[config.mk]
export PLATFORM = sky130hd
export DESIGN_NAME = instr_sequencer
export DESIGN_NICKNAME = d
export VERILOG_FILES = /design/src/rtl/instr_sequencer.sv
export SDC_FILE = /design/constraint.sdc
export NUM_CORES = 1
export LEC_CHECK = 0
export ABC_AREA = 1
export BUFFER_PORTS_ARGS = -buffer_cell sky130_fd_sc_hd__buf_2
export CORE_MARGIN = 2
export CORE_UTILIZATION = 35
export DETAILED_ROUTE_END_ITERATION = 10
export GPL_TIMING_DRIVEN = 0
export SLEW_MARGIN = 25
export SYNTH_ARGS = -nofsm -noshare
export SYNTH_HDL_FRONTEND = slang
export SYNTH_SLANG_ARGS = --single-unit
[constraint.sdc]
create_clock -name clk -period 4.75 [get_ports clk]
set_input_delay 0.2375 -clock clk [delete_from_list [all_inputs] [get_ports clk]]
set_output_delay 0.2375 -clock clk [all_outputs]
set_load 0.005 [all_outputs]
[src/rtl/instr_sequencer.sv]
// rtl/instr_sequencer.sv - ROM fetch sequencer feeding the cpu instr valid/ready port
// Optional macro INSTR_SEQ_JUMP_EN: op 3'b111 becomes a sequencer-consumed JUMP.
module instr_sequencer #(
    parameter int ADDR_W     = 8,
    parameter int INSTR_W    = 16,
    parameter int FIFO_DEPTH = 2
) (
    input  logic               clk,
    input  logic               reset_n,
    input  logic               start,
    input  logic [ADDR_W-1:0]  start_pc,
    output logic               imem_rd_en,
    output logic [ADDR_W-1:0]  imem_addr,
    input  logic [INSTR_W-1:0] imem_rdata,
    output logic [INSTR_W-1:0] instr,
    output logic               instr_valid,
    input  logic               instr_ready,
    output logic [ADDR_W-1:0]  pc,
    output logic               busy,
    output logic               halted
);
    localparam int PTR_W = (FIFO_DEPTH > 1) ? $clog2(FIFO_DEPTH) : 1;
    localparam int CNT_W = $clog2(FIFO_DEPTH + 1);
    localparam logic [2:0] OP_HALT = 3'b110;
    localparam logic [2:0] OP_JUMP = 3'b111;
`ifdef INSTR_SEQ_JUMP_EN
    localparam bit JUMP_EN = 1'b1;
`else
    localparam bit JUMP_EN = 1'b0;
`endif

    typedef enum logic [2:0] {S_IDLE, S_REQ, S_WAIT, S_DRAIN, S_HALTED} state_t;

    state_t             state, state_next;
    logic [ADDR_W-1:0]  pc_next;
    logic               push, pop, not_full;
    logic [2:0]         op;
    logic [INSTR_W-1:0] fifo_mem [FIFO_DEPTH];
    logic [PTR_W-1:0]   wr_ptr, rd_ptr;
    logic [CNT_W-1:0]   count;

    function automatic logic [PTR_W-1:0] ptr_inc(input logic [PTR_W-1:0] p);
        return (p == PTR_W'(FIFO_DEPTH - 1)) ? '0 : p + 1'b1;
    endfunction

    assign op          = imem_rdata[14:12];
    assign not_full    = count < CNT_W'(FIFO_DEPTH);
    assign instr_valid = count != '0;
    assign pop         = instr_valid && instr_ready;
    assign instr       = instr_valid ? fifo_mem[rd_ptr] : '0;
    assign imem_addr   = pc;
    assign busy        = (state != S_IDLE) && (state != S_HALTED);
    assign halted      = state == S_HALTED;

    always_ff @(posedge clk or negedge reset_n) begin
        if (!reset_n) begin
            state <= S_IDLE;
            pc    <= '0;
        end else begin
            state <= state_next;
            pc    <= pc_next;
        end
    end

    // ROM data is only meaningful in WAIT, the cycle after the single read strobe.
    always_comb begin
        state_next = state;
        pc_next    = pc;
        push       = 1'b0;
        imem_rd_en = 1'b0;
        case (state)
            S_IDLE, S_HALTED: begin
                if (start) begin
                    state_next = S_REQ;
                    pc_next    = start_pc;
                end
            end
            S_REQ: begin
                if (not_full) begin
                    imem_rd_en = 1'b1;
                    state_next = S_WAIT;
                end
            end
            S_WAIT: begin
                if (op == OP_HALT) begin
                    state_next = S_DRAIN;
                end else if (JUMP_EN && op == OP_JUMP) begin
                    pc_next    = imem_rdata[ADDR_W-1:0];
                    state_next = S_REQ;
                end else begin
                    push       = 1'b1;
                    pc_next    = pc + 1'b1;
                    state_next = S_REQ;
                end
            end
            S_DRAIN: begin
                if (count == '0) state_next = S_HALTED;
            end
            default: state_next = S_IDLE;
        endcase
    end

    always_ff @(posedge clk) begin
        if (push) fifo_mem[wr_ptr] <= imem_rdata;
    end

    always_ff @(posedge clk or negedge reset_n) begin
        if (!reset_n) begin
            wr_ptr <= '0;
            rd_ptr <= '0;
            count  <= '0;
        end else begin
            if (push) wr_ptr <= ptr_inc(wr_ptr);
            if (pop)  rd_ptr <= ptr_inc(rd_ptr);
            case ({push, pop})
                2'b10:   count <= count + 1'b1;
                2'b01:   count <= count - 1'b1;
                default: ;
            endcase
        end
    end
endmodule

# After elaboration in Yosys (flattened, before gate mapping)

Memory sizes are Yosys's and may differ from the RTL's.
Index checks and enable logic that the tools add are counted.

Flip-flop bits (word level): 15
RAM bits: 32
Word-level logic and storage cells: 53
Memories: 1

Memories:

| memory   | depth | bits a word | read ports | clocked after Yosys merged registers in | write ports | RTL line | RTL |
|---|---|---|---|---|---|---|---|
| fifo_mem | 2     | 16          | 1          | 0                                       | 1           | 38       | `logic [INSTR_W-1:0] fifo_mem [FIFO_DEPTH];` |

Add/subtract/negate cells: 5
Magnitude comparators: 1
Eq/ne operators: 12
Multiplexer cells: 18
Reduce and logical (&&, ||, !) cells: 11

Operator list:

| operator                                          | number |
|---|---|
| two-way mux 16 bit                                | 1 |
| two-way mux 8 bit                                 | 2 |
| one-hot mux 8 bit (2 select lines)                | 1 |
| one-hot mux 3 bit (4 select lines)                | 1 |
| two-way mux 3 bit                                 | 3 |
| adder 8 x 1 -> 8 bit, second input constant       | 1 |
| two-way mux 1 bit                                 | 8 |
| inequality test 2 bit, second input constant      | 4 |
| == test 3 x 2 -> 1 bit, second input constant     | 2 |
| == test 3 bit, second input constant              | 2 |
| AND reduction 3 bit                               | 2 |
| nonzero test 2 bit                                | 3 |
| one-hot mux 2 bit (2 select lines)                | 1 |
| == test 3 x 1 -> 1 bit, second input constant     | 1 |
| zero test 3 bit                                   | 1 |
| inequality test 3 bit, second input constant      | 1 |
| nonzero test 3 bit                                | 1 |
| adder 1 bit, second input constant                | 2 |
| adder 2 x 1 -> 2 bit, second input constant       | 1 |
| == test 2 x 1 -> 1 bit, second input constant     | 1 |
| == test 2 bit, second input constant              | 1 |
| logical AND 1 bit                                 | 2 |
| zero test 2 bit                                   | 1 |
| less-than comparator 2 bit, second input constant | 1 |
| other kinds (3)                                   | 3 |

# Longest topological paths before layout

Gate-level depths: netlist (run 1).

Depth after elaboration: 5
Mapped depth: 8

# Worst setup path after synthesis (run 1)

No wires, ideal clock.

Path type: reg2reg
From: register state[2]
To: memory fifo_mem[1][0], enable pin
Library setup time: 0.390 ns
Arrival: 1.520 ns
Data required time: 4.360 ns
Setup slack: 2.840 ns
Stages on the path, launching flop included: 6
Clock period less this slack: 1.910 ns
Path through: dfrtp_1 -> inv_2 -> nand2_2 -> nor2_4 -> nand2_1 -> nor2_1

Cells in the longest elaborated chain, start to end: 4

RTL lines:

| item                                    | RTL line | RTL |
|---|---|---|
| start, declared                         | 34       | `state_t state, state_next;` |
| start signal, assigned                  | 60       | `state <= state_next;` |
| == test 3 x 2 -> 1 bit                  | 71       | `case (state)` |
| two-way mux 1 bit                       | 71       |  |
| two-way mux 1 bit                       | 104      | `if (push) fifo_mem[wr_ptr] <= imem_rdata;` |
| two-way mux 1 bit (not written as such) | 104      |  |
| end, declared                           | 38       |  |

Every way passes these cells.

# Worst setup path after layout (run 1)

From: register state[2]
To: memory fifo_mem[0][15], enable pin

Same word-level chain as after synthesis.

==> results.json, run 1 <==
{
  "num_vias": 1759,
  "clk_pin_slew_ns": 0.09,
  "ys_seq_area_share_pct": 59.97,
  "synth_enable_flop_cells": 32,
  "grt_max_degree": 17,
  "port_buffers": 63,
  "cts_max_level": 2,
  "antenna_cells": 0,
  "multi_input_area_sq_um": 714.4,
  "critPathLaunchType": "flip-flop",
  "insertion_delay_ns": 0.29,
  "worst_pin_slew_ns": 0.8584,
  "die-area_sq_um": 7021,
  "status": "complete, no violations",
  "powerDensity_nw_per_um2": 603.5,
  "dpl.hpwl_microns": 3386,
  "ioPinCount": 64,
  "seq_area_sq_um": 1336,
  "async_flop_share_pct": 31.91,
  "grt_pass1_wl_microns": 7900,
  "worst_hold_path_type": "input pin to flip-flop",
  "drc_errors": 0,
  "die-width_microns": 83.79,
  "clock_skew_ns": 0.004692,
  "gr-total-overflow": 0,
  "cts_setup_buffers": 0,
  "layout-drive-gt1-share_pct": 31.83,
  "vias_per_cell": 4.534,
  "p_leak_nw": 1.339,
  "slew_headroom_pct": 42.71,
  "whs_ns": 0.1250,
  "grt_pass1_vias": 1669,
  "crit_type": "flip-flop to flip-flop",
  "fin_nets": 340,
  "ys_types": 24,
  "grt_usage_pct": 14.18,
  "die_height_microns": 83.79,
  "grt_antenna_before_repair": 0,
  "area_growth_pct": 24.71,
  "drv_cap": 0,
  "worstSetupEndpointType": "flip-flop",
  "numPlacedInstances": 379,
  "clock_sinks": 47,
  "final_antenna_net_count": 0,
  "period_minus_slack_ns": 2.009,
  "critPathArrivalTime_ns": 1.93,
  "setup_tns_ns": 0,
  "syn_area_per_cell_sq_um": 9.363,
  "peakVddDrop_mv": 0.2362,
  "rsz0062_at_grt": "no",
  "routabilityCongestion": 0.7943,
  "clockBufferDepth": 2,
  "synth.ff_latch_count": 47,
  "dr.first_iter.drc_count": 55,
  "firstDrtPassIters": 4,
  "crit_required_ns": 4.67,
  "rows": 29,
  "final-hold-violation-count": 0,
  "mostFrequentLayoutCells": "nand2_1, buf_2, edfxtp_1",
  "max_freq_mhz": 497.7,
  "period_share_pct": 42.30,
  "numCtsBuffers": 5,
  "finalMaxSlewViolations": 0,
  "core_area_sq_um": 6241,
  "wl_microns": 4697,
  "final-setup-viol-count": 0,
  "power_mw": 1.677,
  "final_cell_count_no_fill": 388,
  "yosys_most_used_dff": "edfxtp_1",
  "final_common_cell": "nand2_1",
  "postSynthCellCount": 238,
  "fillers": 634,
  "cts_tree": "done",
  "syn-num-nets": 268,
  "syn-cell-area_sq_um": 2228,
  "wl_per_cell_microns": 12.11,
  "ys_warn_count": 0,
  "initial_core_util_pct": 35.71,
  "cts_root_buffer": "clkbuf_8",
  "cp_max_fo": 16
}
-- logic make-up (layout without fill, tap and decap cells) --
group / count (synthesis) / after routing / synth area share, %
AOI/OAI and AO/OA: 27 / 27 / 6.176
xor gates and xnor gates: 3 / 3 / 1.179
and+or+nand+nor: 121 / 121 / 23.36
adders and majority gates: 2 / 2 / 1.123
DFF: 47 / 47 / 59.97
buffers and inverters: 38 / 111 / 8.197
-- metal layers --
layer	track usage [%]	vias up	wire, microns
li1	-	901	-
met1	18.00	798	2158
met3	4.055	5	295
met2	24.00	55	2204
met5	0	-	0
met4	3.372	0	38
-- worst max-delay path, stage by stage (launching register included) --
cell and delay, ns:
dfrtp_1 0.41, inv_2 0.10, nand2_2 0.08, nor2_4 0.21, nand2_1 0.15, nor2_2 0.68
-- sequential cells by signal, indices dropped and copies added (netlist names) --
register,cells
fifo_mem,32
count,2
imem_addr,8
state,3
rd_ptr,1
wr_ptr,1
-- path summary, 6_finish.rpt --
check	start	endpoint	slack (ns)	depth (start not counted)
worst max-delay path	state[2]$_DFFE_PN0P_	fifo_mem[0][15]$_DFFE_PP_	2.74	5
worst min-delay path	imem_rdata[6]	fifo_mem[0][6]$_DFFE_PP_	0.13	1
worst max register to register	state[2]$_DFFE_PN0P_	fifo_mem[0][15]$_DFFE_PP_	2.74	5
worst min register to register	state[2]$_DFFE_PN0P_	state[2]$_DFFE_PN0P_	0.54	2
max in group asynchronous	reset_n	rd_ptr$_DFFE_PN0P_	4.09	2
min in group asynchronous	reset_n	imem_addr[6]$_DFFE_PN0P_	0.38	2
-- synthesized netlist by cell type (2+ instances only) --
library cell	count	area [sq um]
a21oi_1	19	95.09
buf_2	4	20.02
buf_4	9	67.56
dfrtp_1	15	375.4
edfxtp_1	32	960.9
ha_1	2	25.02
inv_1	21	78.83
inv_2	3	11.26
nand2_1	83	311.6
nand2_2	2	12.51
nand3_1	11	55.05
nand3b_1	2	15.01
nor2_1	16	60.06
nor2_4	3	33.78
o21ai_0	5	25.02
o21ai_1	2	10.01
xor2_1	2	17.52
-- layout make-up --
cell class / instances / area share, %
clock inverter: 3 / 1.576
inverter: 25 / 3.422
timing repair buffer: 65 / 12.11
multi-input combinational: 153 / 25.71
clock buffer: 5 / 2.476
buffer: 13 / 3.152
sequential: 47 / 48.09
tap: 77 / 3.467
-- power breakdown --
part           internal, mW  switching (mW)
combinational         0.321           0.423
sequential            0.549          0.0902
clock                 0.157           0.137
total                  1.03           0.650
-- through the flow --
step	setup slack (ns)	instance area [sq um]	utilization, %
floorplan	2.840	2228	-
global placement	2.267	2640	42.30
detailed placement	2.704	2656	42.56
CTS	2.694	2779	44.53
global route	2.534	2779	44.53
finish	2.741	2779	44.53
-- repair_timing --
item | CTS | global route
hold buffers | 1 | 0
gates resized for setup | 0 | 0
endpoints found under the hold margin | 15 | 0
setup endpoints to repair | 0 | 0
(Power assumes the default switching activity.)
==> run 2: changes to the inputs <==
--- a/config.mk
+++ b/config.mk
@@ -5,7 +5,7 @@
 export SDC_FILE = /design/constraint.sdc
 export NUM_CORES = 1
 export LEC_CHECK = 0
-export ABC_AREA = 1
+export ABC_AREA = 0
 export BUFFER_PORTS_ARGS = -buffer_cell sky130_fd_sc_hd__buf_2
 export CORE_MARGIN = 2
 export CORE_UTILIZATION = 35
==> constraint.sdc (replaced) <==
create_clock -name clk -period 1.7 [get_ports clk]
set_input_delay 0.085 -clock clk [delete_from_list [all_inputs] [get_ports clk]]
set_output_delay 0.085 -clock clk [all_outputs]
set_load 0.005 [all_outputs]
==> results.json, run 2 <==
{
  "status": "complete, no violations",
  "rsz0062_at_grt": "yes",
  "gr-total-overflow": 0,
  "worst_path_largest_cell_delay_ns": 0.38,
  "largest_reg_flops": 32,
  "use_met1_pct": 19.18,
  "initial_core_util_pct": 36.65,
  "p_leak_nw": 1.364,
  "multi_input_area_sq_um": 808.3,
  "core_area_sq_um": 5991,
  "fin_nets": 306,
  "clock_skew_ns": 0.006265,
  "drc_errors": 0,
  "yosysMostFrequentCell": "edfxtp_1",
  "ioPinCount": 64,
  "syn-cell-area_sq_um": 2196,
  "grt_pass1_wl_microns": 8169,
  "post-place-ws_ns": -0.3216,
  "r2r_setup_slack_ns": 0.04,
  "setup_tns_ns": 0,
  "final_common_cell": "buf_2",
  "ys_warn_count": 0,
  "final_cell_count_no_fill": 352,
  "rows": 28,
  "firstDrtPassIters": 4,
  "ys_seq_area_share_pct": 60.85,
  "ys_types": 38,
  "peakVddDrop_mv": 0.8564,
  "reg2reg_depth": 5,
  "syn-num-nets": 205,
  "min_from": "start",
  "layout-drive-gt1-share_pct": 42.60,
  "clockBufferDepth": 2,
  "dpl.hpwl_microns": 3176,
  "grt_use_met3_pct": 3.280,
  "period_minus_slack_ns": 1.663,
  "num_vias": 1686,
  "die-width_microns": 83.21,
  "crit_top_cell": "buf_6",
  "finalMaxSlewViolations": 0,
  "critPathArrivalTime_ns": 1.64,
  "holdPathStages": 2,
  "busiest_layer": "met2",
  "dr.first_iter.drc_count": 64,
  "wl_microns": 4960,
  "grt_antenna_before_repair": 0,
  "cts_max_level": 2,
  "worst_hold_path_type": "input pin to flip-flop",
  "die_height_microns": 83.21,
  "r2r_start": "state[0]$_DFFE_PN0P_",
  "grt_pass1_vias": 1687,
  "synth_top_area_share_pct": 43.76,
  "cts_tree": "done",
  "period_share_pct": 97.82,
  "crit_type": "flip-flop to flip-flop",
  "numPlacedInstances": 313,
  "cts_root_buffer": "clkbuf_8",
  "final_antenna_net_count": 0,
  "cp_max_fo": 16,
  "seq_area_sq_um": 1338,
  "top_register": "fifo_mem",
  "grt_max_degree": 17,
  "postSynthCellCount": 175,
  "vias_per_cell": 4.790,
  "numCtsBuffers": 5,
  "synth_enable_flop_cells": 32,
  "power_mw": 5.458,
  "wl_per_cell_microns": 14.09,
  "fin_util_pct": 52.59,
  "mostFrequentLayoutCells": "buf_2, edfxtp_1, nor2_1, buf_4",
  "synth_top_area_cell": "edfxtp_1",
  "clk_pin_slew_ns": 0.09,
  "slew_headroom_pct": 74.67,
  "clock_sinks": 47,
  "use_met2_pct": 23.75,
  "area_growth_pct": 43.48,
  "grt_usage_pct": 14.51,
  "cp_slowest_cell": "dfrtp_1",
  "port_buffers": 63,
  "antenna_cells": 0,
  "fillers": 553,
  "powerDensity_nw_per_um2": 1732,
  "synth.ff_latch_count": 47,
  "drv_cap": 0,
  "worstSetupEndpointType": "flip-flop",
  "crit_required_ns": 1.68,
  "min_to": "state[2]$_DFFE_PN0P_",
  "insertion_delay_ns": 0.29,
  "synth_common_cells": "edfxtp_1, nor2_1, mux2i_1",
  "synthTopCellsByArea": "edfxtp_1, dfrtp_1, mux2i_1",
  "critPathLaunchType": "flip-flop",
  "reg2reg_to": "fifo_mem[1][6]$_DFFE_PP_",
  "setup_ws_ns": 0.03700,
  "max_freq_mhz": 601.3,
  "die-area_sq_um": 6923,
  "crit_path_cell_trace": "buf_6 > nor3b_4 > buf_6 > buf_6 > and3_4",
  "async_flop_share_pct": 31.91,
  "syn_area_per_cell_sq_um": 12.55,
  "routabilityCongestion": 0.7471,
  "final-setup-viol-count": 0,
  "final-hold-violation-count": 0,
  "yosys_most_used_dff": "edfxtp_1",
  "worst_pin_slew_ns": 0.3799
}
## run 2: timing repair
| item | 4_1_cts | 5_1_grt |
|---|---|---|
| endpoints found under the hold margin | 47 | 0 |
| resized for setup | 7 | 15 |
| hold buffers | 17 | 0 |
| pin swaps | 3 | 7 |
| endpoints found under the setup margin | 52 | 19 |
| buffers inserted | 6 | 9 |
## run 2: logic make-up (layout without fill, tap and decap cells)
group           count (synthesis)  in the layout  synth area share [%]
compound gates                 29             29                 10.31
xor+xnor                        5              5                 1.995
fa+ha+maj                       2              2                 1.139
buf+inv                        24            126                 6.154
flops                          47             47                 60.85
mux                            18             18                 8.433
simple gates                   50             50                 11.11
## run 2: power by group
| group | switching (mW) | leakage [nW] | internal [mW] |
|---|---|---|---|
| combinational | 1.30 | 0.832 | 1.42 |
| sequential | 0.247 | 0.467 | 1.55 |
| clock | 0.357 | 0.0654 | 0.588 |
| total | 1.90 | 1.36 | 3.55 |
## run 2: final cells by class
class	instances	area share [%]
flip-flops and latches	47	42.45
multi-input cells	104	25.66
repair buffers	95	19.50
plain buffers	17	4.488
well taps	75	2.979
clock buffers	6	2.303
clock inverters	2	1.906
inverters	6	0.7149
## run 2: through the flow
stage	hold slack [ns]	cell area [sq um]
after floorplan	-0.2106	2227
after global placement	0.02591	2636
after detailed placement	0.02363	2636
after CTS	0.02515	3018
after global routing	0.04745	3151
final	0.03259	3151
## run 2: worst max-delay path: cells and delay by family (launching register included)
| kind | cells | cell delay, ns |
|---|---|---|
| and+or+nand+nor | 2 | 0.57 |
| DFF | 1 | 0.38 |
| buffers and inverters | 3 | 0.40 |
## run 2: worst max-delay path by stage
stage                    startpoint                  endpoint  slack (ns)
2_1_floorplan  state[2]$_DFFE_PN0P_      count[1]$_DFFE_PN0P_      -0.004
4_1_cts              imem_rdata[12]  imem_addr[6]$_DFFE_PN0P_        0.01
6_report       state[0]$_DFFE_PN0P_  fifo_mem[1][6]$_DFFE_PP_        0.04
5_1_grt        state[2]$_DFFE_PN0P_      count[1]$_DFFE_PN0P_       -0.04
3_5_place_dp   state[0]$_DFFE_PN0P_  fifo_mem[0][5]$_DFFE_PP_       -0.32
3_3_place_gp   state[0]$_DFFE_PN0P_  fifo_mem[0][9]$_DFFE_PP_       -0.32
## run 2: per-layer routing
metal	routed length [microns]	up-vias	part of all wire [%]
met5	0	-	0
met4	43	0	0.87
met3	258	4	5.2
met2	2418	54	49
met1	2240	798	45
li1	-	830	-
